### config.mk
export PLATFORM = sky130hd
export DESIGN_NAME = hazard_scoreboard
export DESIGN_NICKNAME = d
export VERILOG_FILES = /design/src/rtl/hazard_scoreboard.sv
export SDC_FILE = /design/constraint.sdc
export NUM_CORES = 1
export LEC_CHECK = 0
export ABC_AREA = 1
export CAP_MARGIN = 20
export CELL_PAD_IN_SITES_DETAIL_PLACEMENT = 1
export CELL_PAD_IN_SITES_GLOBAL_PLACEMENT = 2
export CORE_MARGIN = 1.5
export CORE_UTILIZATION = 35
export CTS_CLUSTER_DIAMETER = 150
export DETAILED_ROUTE_END_ITERATION = 7
export GPL_ROUTABILITY_DRIVEN = 0
export PLACE_DENSITY = 0.95
export SYNTH_ARGS = -nofsm -noshare
export SYNTH_HDL_FRONTEND = slang
export SYNTH_SLANG_ARGS = --single-unit
### constraint.sdc
create_clock -name clk -period 5.8 [get_ports clk]
set_input_delay 0.87 -clock clk [delete_from_list [all_inputs] [get_ports clk]]
set_output_delay 0.87 -clock clk [all_outputs]
set_load 0.02 [all_outputs]
### src/rtl/hazard_scoreboard.sv
// ID-stage hazard scoreboard: one countdown timer per architectural register, stall
// generation for sources that are still in flight, and a saturating stall-cycle counter.
module hazard_scoreboard #(
  parameter int NUM_REGS   = 32,
  parameter int ADDR_W     = 5,
  parameter int CNT_W      = 3,
  parameter int FORWARD_EN = 1,
  parameter int NOFWD_LAT  = 2
) (
  input  logic                clk,
  input  logic                reset_n,
  input  logic                id_valid,
  input  logic [ADDR_W-1:0]   id_rs1,
  input  logic [ADDR_W-1:0]   id_rs2,
  input  logic                id_use_rs1,
  input  logic                id_use_rs2,
  input  logic                id_reg_write,
  input  logic [ADDR_W-1:0]   id_rd,
  input  logic [CNT_W-1:0]    id_lat,
  input  logic                flush,
  input  logic                hold,
  input  logic                done_valid,
  input  logic [ADDR_W-1:0]   done_rd,
  output logic                is_stall,
  output logic [NUM_REGS-1:0] busy_mask,
  output logic [31:0]         stall_count
);

  localparam logic [CNT_W-1:0] LAT_UNKNOWN = '1;
  localparam logic [CNT_W-1:0] NOFWD_CNT   = CNT_W'(NOFWD_LAT);

  logic [CNT_W-1:0] timer [1:NUM_REGS-1];
  logic [CNT_W-1:0] lat_eff;
  logic             src_hit_1;
  logic             src_hit_2;
  logic             issue;

  // Index decode through the mask so an index beyond NUM_REGS-1 reads as not busy.
  function automatic logic reg_busy(input logic [ADDR_W-1:0] idx,
                                    input logic [NUM_REGS-1:0] mask);
    reg_busy = 1'b0;
    for (int r = 1; r < NUM_REGS; r++)
      if (idx == ADDR_W'(r)) reg_busy = mask[r];
  endfunction

  always_comb begin
    if (FORWARD_EN != 0)
      lat_eff = id_lat;
    else if (id_lat == LAT_UNKNOWN)
      lat_eff = LAT_UNKNOWN;
    else
      lat_eff = NOFWD_CNT;
  end

  always_comb begin
    busy_mask = '0;
    for (int r = 1; r < NUM_REGS; r++)
      busy_mask[r] = (timer[r] != '0);
  end

  assign src_hit_1 = id_use_rs1 && (id_rs1 != '0) && reg_busy(id_rs1, busy_mask);
  assign src_hit_2 = id_use_rs2 && (id_rs2 != '0) && reg_busy(id_rs2, busy_mask);
  assign is_stall  = id_valid && (src_hit_1 || src_hit_2);
  assign issue     = id_valid && !is_stall && !flush && !hold && id_reg_write &&
                     (id_rd != '0) && (lat_eff != '0);

  // Priority: new issue, then completion (even under hold), then countdown.
  always_ff @(posedge clk or negedge reset_n) begin
    if (!reset_n) begin
      for (int r = 1; r < NUM_REGS; r++)
        timer[r] <= '0;
    end else begin
      for (int r = 1; r < NUM_REGS; r++) begin
        if (issue && (id_rd == ADDR_W'(r)))
          timer[r] <= lat_eff;
        else if ((timer[r] == LAT_UNKNOWN) && done_valid && (done_rd == ADDR_W'(r)))
          timer[r] <= '0;
        else if ((timer[r] != '0) && (timer[r] != LAT_UNKNOWN) && !hold)
          timer[r] <= timer[r] - CNT_W'(1);
      end
    end
  end

  always_ff @(posedge clk or negedge reset_n) begin
    if (!reset_n)
      stall_count <= '0;
    else if (is_stall && !hold && (stall_count != 32'hFFFF_FFFF))
      stall_count <= stall_count + 32'd1;
  end

endmodule

==> After elaboration in Yosys (flattened, before gate mapping) <==
Index checks and enable logic that the tools add are counted.
{ "op_classes": {"n_addsub": 32, "multipliers": 0, "n_div": 0, "order_cmp": 0, "eq_ne": 187, "shift": 0, "muxes": 155, "bitwise": 0, "n_reduce_logical": 238} }
{ "ops": {"columns": ["cell", "n"], "rows": [
  ["$eq 5x5->1 const B", 64],
  ["$mux 3", 93],
  ["$reduce_bool 3->1", 63],
  ["$logic_and 1x1->1", 168],
  ["$eq 5x4->1 const B", 32],
  ["$eq 3x3->1 const B", 31],
  ["$ne 3x3->1 const B", 31],
  ["$sub 3x1->3 const B", 31],
  ["$eq 5x3->1 const B", 16],
  ["$mux 1", 62],
  ["$eq 5x2->1 const B", 8],
  ["$add 32x1->32 const B", 1],
  ["$ne 32x32->1 const B", 1],
  ["$eq 5x1->1 const B", 4],
  ["$reduce_bool 5->1", 3],
  ["$logic_not 1->1", 3],
  ["$logic_or 1x1->1", 1]
]} }
{ "totals": {"regBits": 125, "latch_bits": 0, "ramBits": 0, "rom_bits": 0, "wordCells": 644, "n_memories": 0} }

==> Longest topological paths before layout <==
Gate-level depths: netlist (run 1).
{ "depth": {"word_depth": 44, "ltp_mapped": 33, "depth_no_buf": 32} }

==> Least setup slack after synthesis (run 1) <==
Ideal clock, no wire load.
{ "synth_timing": {"kind": "input port to output port", "from": "in id_rs1[4]", "to": "out is_stall", "t_arrival_ns": 2.671, "required_time_ns": 4.930, "path_slack_ns": 2.259, "cell_stages": 22, "n_path_buf": 1, "path_cell_list": "clkbuf_1 -> nor4_1 -> nor2_1 -> nand2_1 -> nand2_1 -> nand2_1 -> nand2_1 -> nand3_1 -> nand2_1 -> nand4_1 -> nand2_1 -> nand3_1 -> nand2_1 -> nand3_1 -> nand2_1 -> nand4_1 -> nand2_1 -> nand3_1 -> nand2_1 -> nand2_1 -> nand2_4 -> a21boi_4"} }
{ "synth_via": {"elab_chain_cells": 35} }
{ "synth_rtl": {"columns": ["item", "line_no", "rtl"], "rows": [
  ["start: declaration", "13", "input logic [ADDR_W-1:0] id_rs1,"],
  ["$eq 5x1->1", "43", "if (idx == ADDR_W'(r)) reg_busy = mask[r];"],
  ["$mux 1 (31 in a row)", "43", null],
  ["$logic_and 1x1->1 (*)", "61", "assign src_hit_1 = id_use_rs1 && (id_rs1 != '0) && reg_busy(id_rs1, busy_mask);"],
  ["$logic_or 1x1->1 (*)", "63", "assign is_stall = id_valid && (src_hit_1 || src_hit_2);"],
  ["$logic_and 1x1->1 (*)", "63", null],
  ["end: declaration", "24", "output logic is_stall,"]
]} }
Mark *: on every way between the ends. The rest lies on a longest branch, timed or not.

==> Worst setup path in the final report (run 1) <==
{ "layout_timing": {"from": "in id_rs1[1]", "to": "out is_stall"} }
The elaborated chain is that of the path after synthesis.

==> results by group, run 1 <==
Detailed routing
  • # DRC: 0
  • Detailed-route wire length per cell: 17.1 um
  • Total met3 wirelength after detailed routing: 1980 um
  • Wire length on met1: 18700 um
  • Final ANT Viol Nets: 0
  • Vias: 12600
  • Met2 WL post-DR: 19500 um
  • Detailed Routing Iterations Pass 1: 5
  • Uppermost layer routed: met4
  • Post-Route WL: 41700 um
  • Initial DRC count: 675
  • Via density per instance: 5.15

Critical path
  • Crit-path max FO: 7
  • Critical Path AT: 4.29 ns
  • Worst Path Required: 4.93 ns
  • Critical Path Source Type: input pin
  • Worst setup path class: in2out
  • Critical Path Sink Type: output pin

Clock network
  • Hold_buf cts: 0
  • Clk buf depth: 2
  • Post-cts resize count: 0
  • Clock Sinks: 125
  • Root Driver: clkbuf_16
  • CTS tree: done
  • Skew-Pair Late Insertion Delay: 0.45 ns
  • Post-CTS Setup Inserts: 0
  • CTS Buf Count: 17
  • H-tree depth: 4
  • Clock transition at path regs: 0.06 ns

Die
  • Initial Utilization: 0.355
  • Core Footprint: 0.0335 sq mm
  • Die Wd: 188 um
  • Die area: 0.0352 sq mm
  • Die Span Y: 188 um
  • Row count: 67
  • # IOs: 97

Timing
  • Clock skew: 0.0112 ns
  • Setup Viol. Count Final: 0
  • Fin crit share: 0.890
  • Final min period: 5.16 ns
  • Unrepaired setup endpoints after global routing: false
  • Worst hold slack: 0.487 ns
  • Final Max Tran Viols: 0
  • Worst rel slew slack: 0.436
  • Final TNS setup: 0 ns
  • Highest Clock Rate: 194 MHz
  • Final hold violations: 0
  • Worst-Margin Slew: 0.846 ns

Power and ir drop
  • Int Power: 3160 uW
  • Clock share of power: 0.178
  • Comb pwr share: 0.568
  • Net Sw Frac: 0.476
  • Leak Pwr: 0.00735 uW
  • VDD IR max: 0.220 mV
  • PwrDens: 434 mW/mm^2
  • P_sw: 2880 uW
  • Sequential fraction of design power: 0.255

GRT
  • Number of global-route vias before repair: 12700
  • First-pass GRT wire length: 67100 um
  • Largest net degree at the start of global routing: 84
  • GRT Util Overall: 0.241
  • Grt ovf: 0
  • Antenna violations before repair: 0

Placement
  • Post-DP HPWL: 31100 um
  • Placement Cell Area: 0.0133 sq mm
  • Port Buf Inserts: 95

Synthesis
  • Yosys warning total: 0
  • Most frequent cell after synthesis: nand2_1
  • FFs w/ async S/R, synth: 1.00
  • Syn_nets: 2016
  • Post-synth top area share: 0.263
  • Synthesized area per cell: 6.30 sq um
  • Sequential fraction of the synthesis area: 0.263
  • EDFF count, synth: 0
  • Most frequent cells after synthesis: nand2_1, inv_1, nor2_1
  • Yosys reg bits: 125
  • Most common flop cell mapped by yosys: dfrtp_1
  • Post-synth top area cell: dfrtp_1
  • Leading cell types by total area after synthesis: dfrtp_1, nand2_1, ha_1, inv_1, nand4_1
  • Synth Instances: 1890
  • Post-Syn Area: 0.0119 sq mm
  • Unique cell type count in the Yosys netlist: 39

Flow run
  • Maxcap violations: 0

Finish
  • Layout cells sized above 1: 0.0628
  • Layout area overhead: 16.7%
  • # fillers: 4480
  • Layout Nets: 2105
  • Design area: 0.0139 sq mm
  • # diodes: 0

Hold path
  • HP Class: in2async

Status
  • Status: finished clean
## kinds of logic (layout without fill, tap and decap cells)
family	count (synthesis)	after routing	synth area share
other cells	1	1	0.000315
flops	125	125	0.263
compound gates	53	53	0.0282
simple gates	1221	1221	0.465
xor+xnor	35	35	0.0257
buf+inv	361	463	0.119
fa+ha+maj	94	94	0.0987
## cells in the final DEF, fill, tap and decap left out, types with 2 or more instances in the layout
master,instances
nand2_1,668
inv_1,312
clkdlybuf4s50_1,94
nand4_2,30
nor2_2,22
dfrtp_1,125
buf_4,16
clkbuf_16,17
clkinv_4,3
inv_6,5
xor2_1,20
clkinv_2,2
o21ai_1,33
xnor2_1,15
nor3_1,39
nor2_1,205
a2111oi_0,4
clkinv_1,3
clkinvlp_4,3
ha_1,94
nand3_1,101
nor2_4,11
o41ai_1,2
a21oi_1,2
nand2_2,2
o2111ai_1,2
nor4_1,15
nand4_1,124
a31oi_1,3
inv_2,5
o2111a_1,2
## worst paths after layout
path | depth (start not counted) | slack [ns] | from | end
setup / recovery | 26 | 0.64 | id_rs1[1] | is_stall
setup reg to reg | 32 | 1.49 | timer[69]$_DFFE_PN0P_ | timer[41]$_DFFE_PN0P_
hold reg to reg | 2 | 0.55 | timer[38]$_DFFE_PN0P_ | timer[38]$_DFFE_PN0P_
hold / removal | 1 | 0.49 | reset_n | stall_count[17]$_DFFE_PN0P_
max in group asynchronous | 2 | 4.12 | reset_n | timer[1]$_DFFE_PN0P_
min in group clk | 2 | 0.55 | timer[38]$_DFFE_PN0P_ | timer[38]$_DFFE_PN0P_
## critical path: stages
cell and delay, ns:
clkdlybuf4s50_1 0.65, inv_1 0.15, nor2_2 0.19, nand2_1 0.10
nor3_1 0.19, nor2_1 0.07, nand2_1 0.08, nand2_1 0.04
nand2_1 0.05, nand2_1 0.05, nand3_1 0.07, nand2_1 0.05
nand4_1 0.06, nand2_1 0.05, nand3_1 0.06, nand2_1 0.06
nand3_1 0.07, nand2_1 0.05, nand4_1 0.06, nand2_1 0.05
nand3_1 0.06, nand2_1 0.05, nand2_1 0.09, nand2_4 0.06
a21boi_4 0.31, clkdlybuf4s50_1 0.67
## layout make-up
class	instances	area, sq um	area share
clock inverter	14	133	0.00953
sequential	125	3130	0.225
tap	448	561	0.0403
inverter	320	1200	0.0863
multi-input combinational	1404	7380	0.530
timing repair buffer	111	1070	0.0771
clock buffer	18	439	0.0316
## sequential cells by signal, summed over array words and instances (netlist names)
signal       cells
timer           93
stall_count     32
## power by group through the flow
stage	clock (uW)	combinational (uW)	sequential (uW)
after floorplan	0	2360	1470
after global placement	0	3310	1530
after detailed placement	0	3420	1550
after CTS	1100	3460	1540
after global routing	1140	3920	1590
final	1070	3430	1540
## per-stage QoR
stage | utilization | setup WS, ns | total power, uW | cells
5_1_grt | 0.415 | 0.373 | 6640 | 2440
4_1_cts | 0.415 | 0.631 | 6090 | 2440
3_3_place_gp | 0.398 | 0.749 | 4840 | 2408
2_1_floorplan | - | 2.26 | 3830 | 1890
3_5_place_dp | 0.398 | 0.647 | 4970 | 2408
6_report | 0.415 | 0.641 | 6040 | 2440
## metal layers
layer  track usage  up-vias
met5             0        -
met4         0.104        0
met3        0.0408       74
met2         0.399      275
met1         0.308     6043
li1              -     6168
Power figures use the tool's default switching activity.
==> run 2, diff against run 1 <==
--- a/config.mk
+++ b/config.mk
@@ -6,6 +6,7 @@
 export NUM_CORES = 1
 export LEC_CHECK = 0
 export ABC_AREA = 1
+export ABC_CLOCK_PERIOD_IN_PS = 5800
 export CAP_MARGIN = 20
 export CELL_PAD_IN_SITES_DETAIL_PLACEMENT = 1
 export CELL_PAD_IN_SITES_GLOBAL_PLACEMENT = 2
==> results of run 2 <==
Same layout as run 1: the final DEF is identical, and so are final timing and power.
==> run 3, diff against run 2 <==
--- a/config.mk
+++ b/config.mk
@@ -16,6 +16,7 @@
 export DETAILED_ROUTE_END_ITERATION = 7
 export GPL_ROUTABILITY_DRIVEN = 0
 export PLACE_DENSITY = 0.95
+export SETUP_SLACK_MARGIN = 0.15
 export SYNTH_ARGS = -nofsm -noshare
 export SYNTH_HDL_FRONTEND = slang
 export SYNTH_SLANG_ARGS = --single-unit
==> results of run 3 <==
Same layout as run 1: the final DEF is identical, and so are final timing and power.
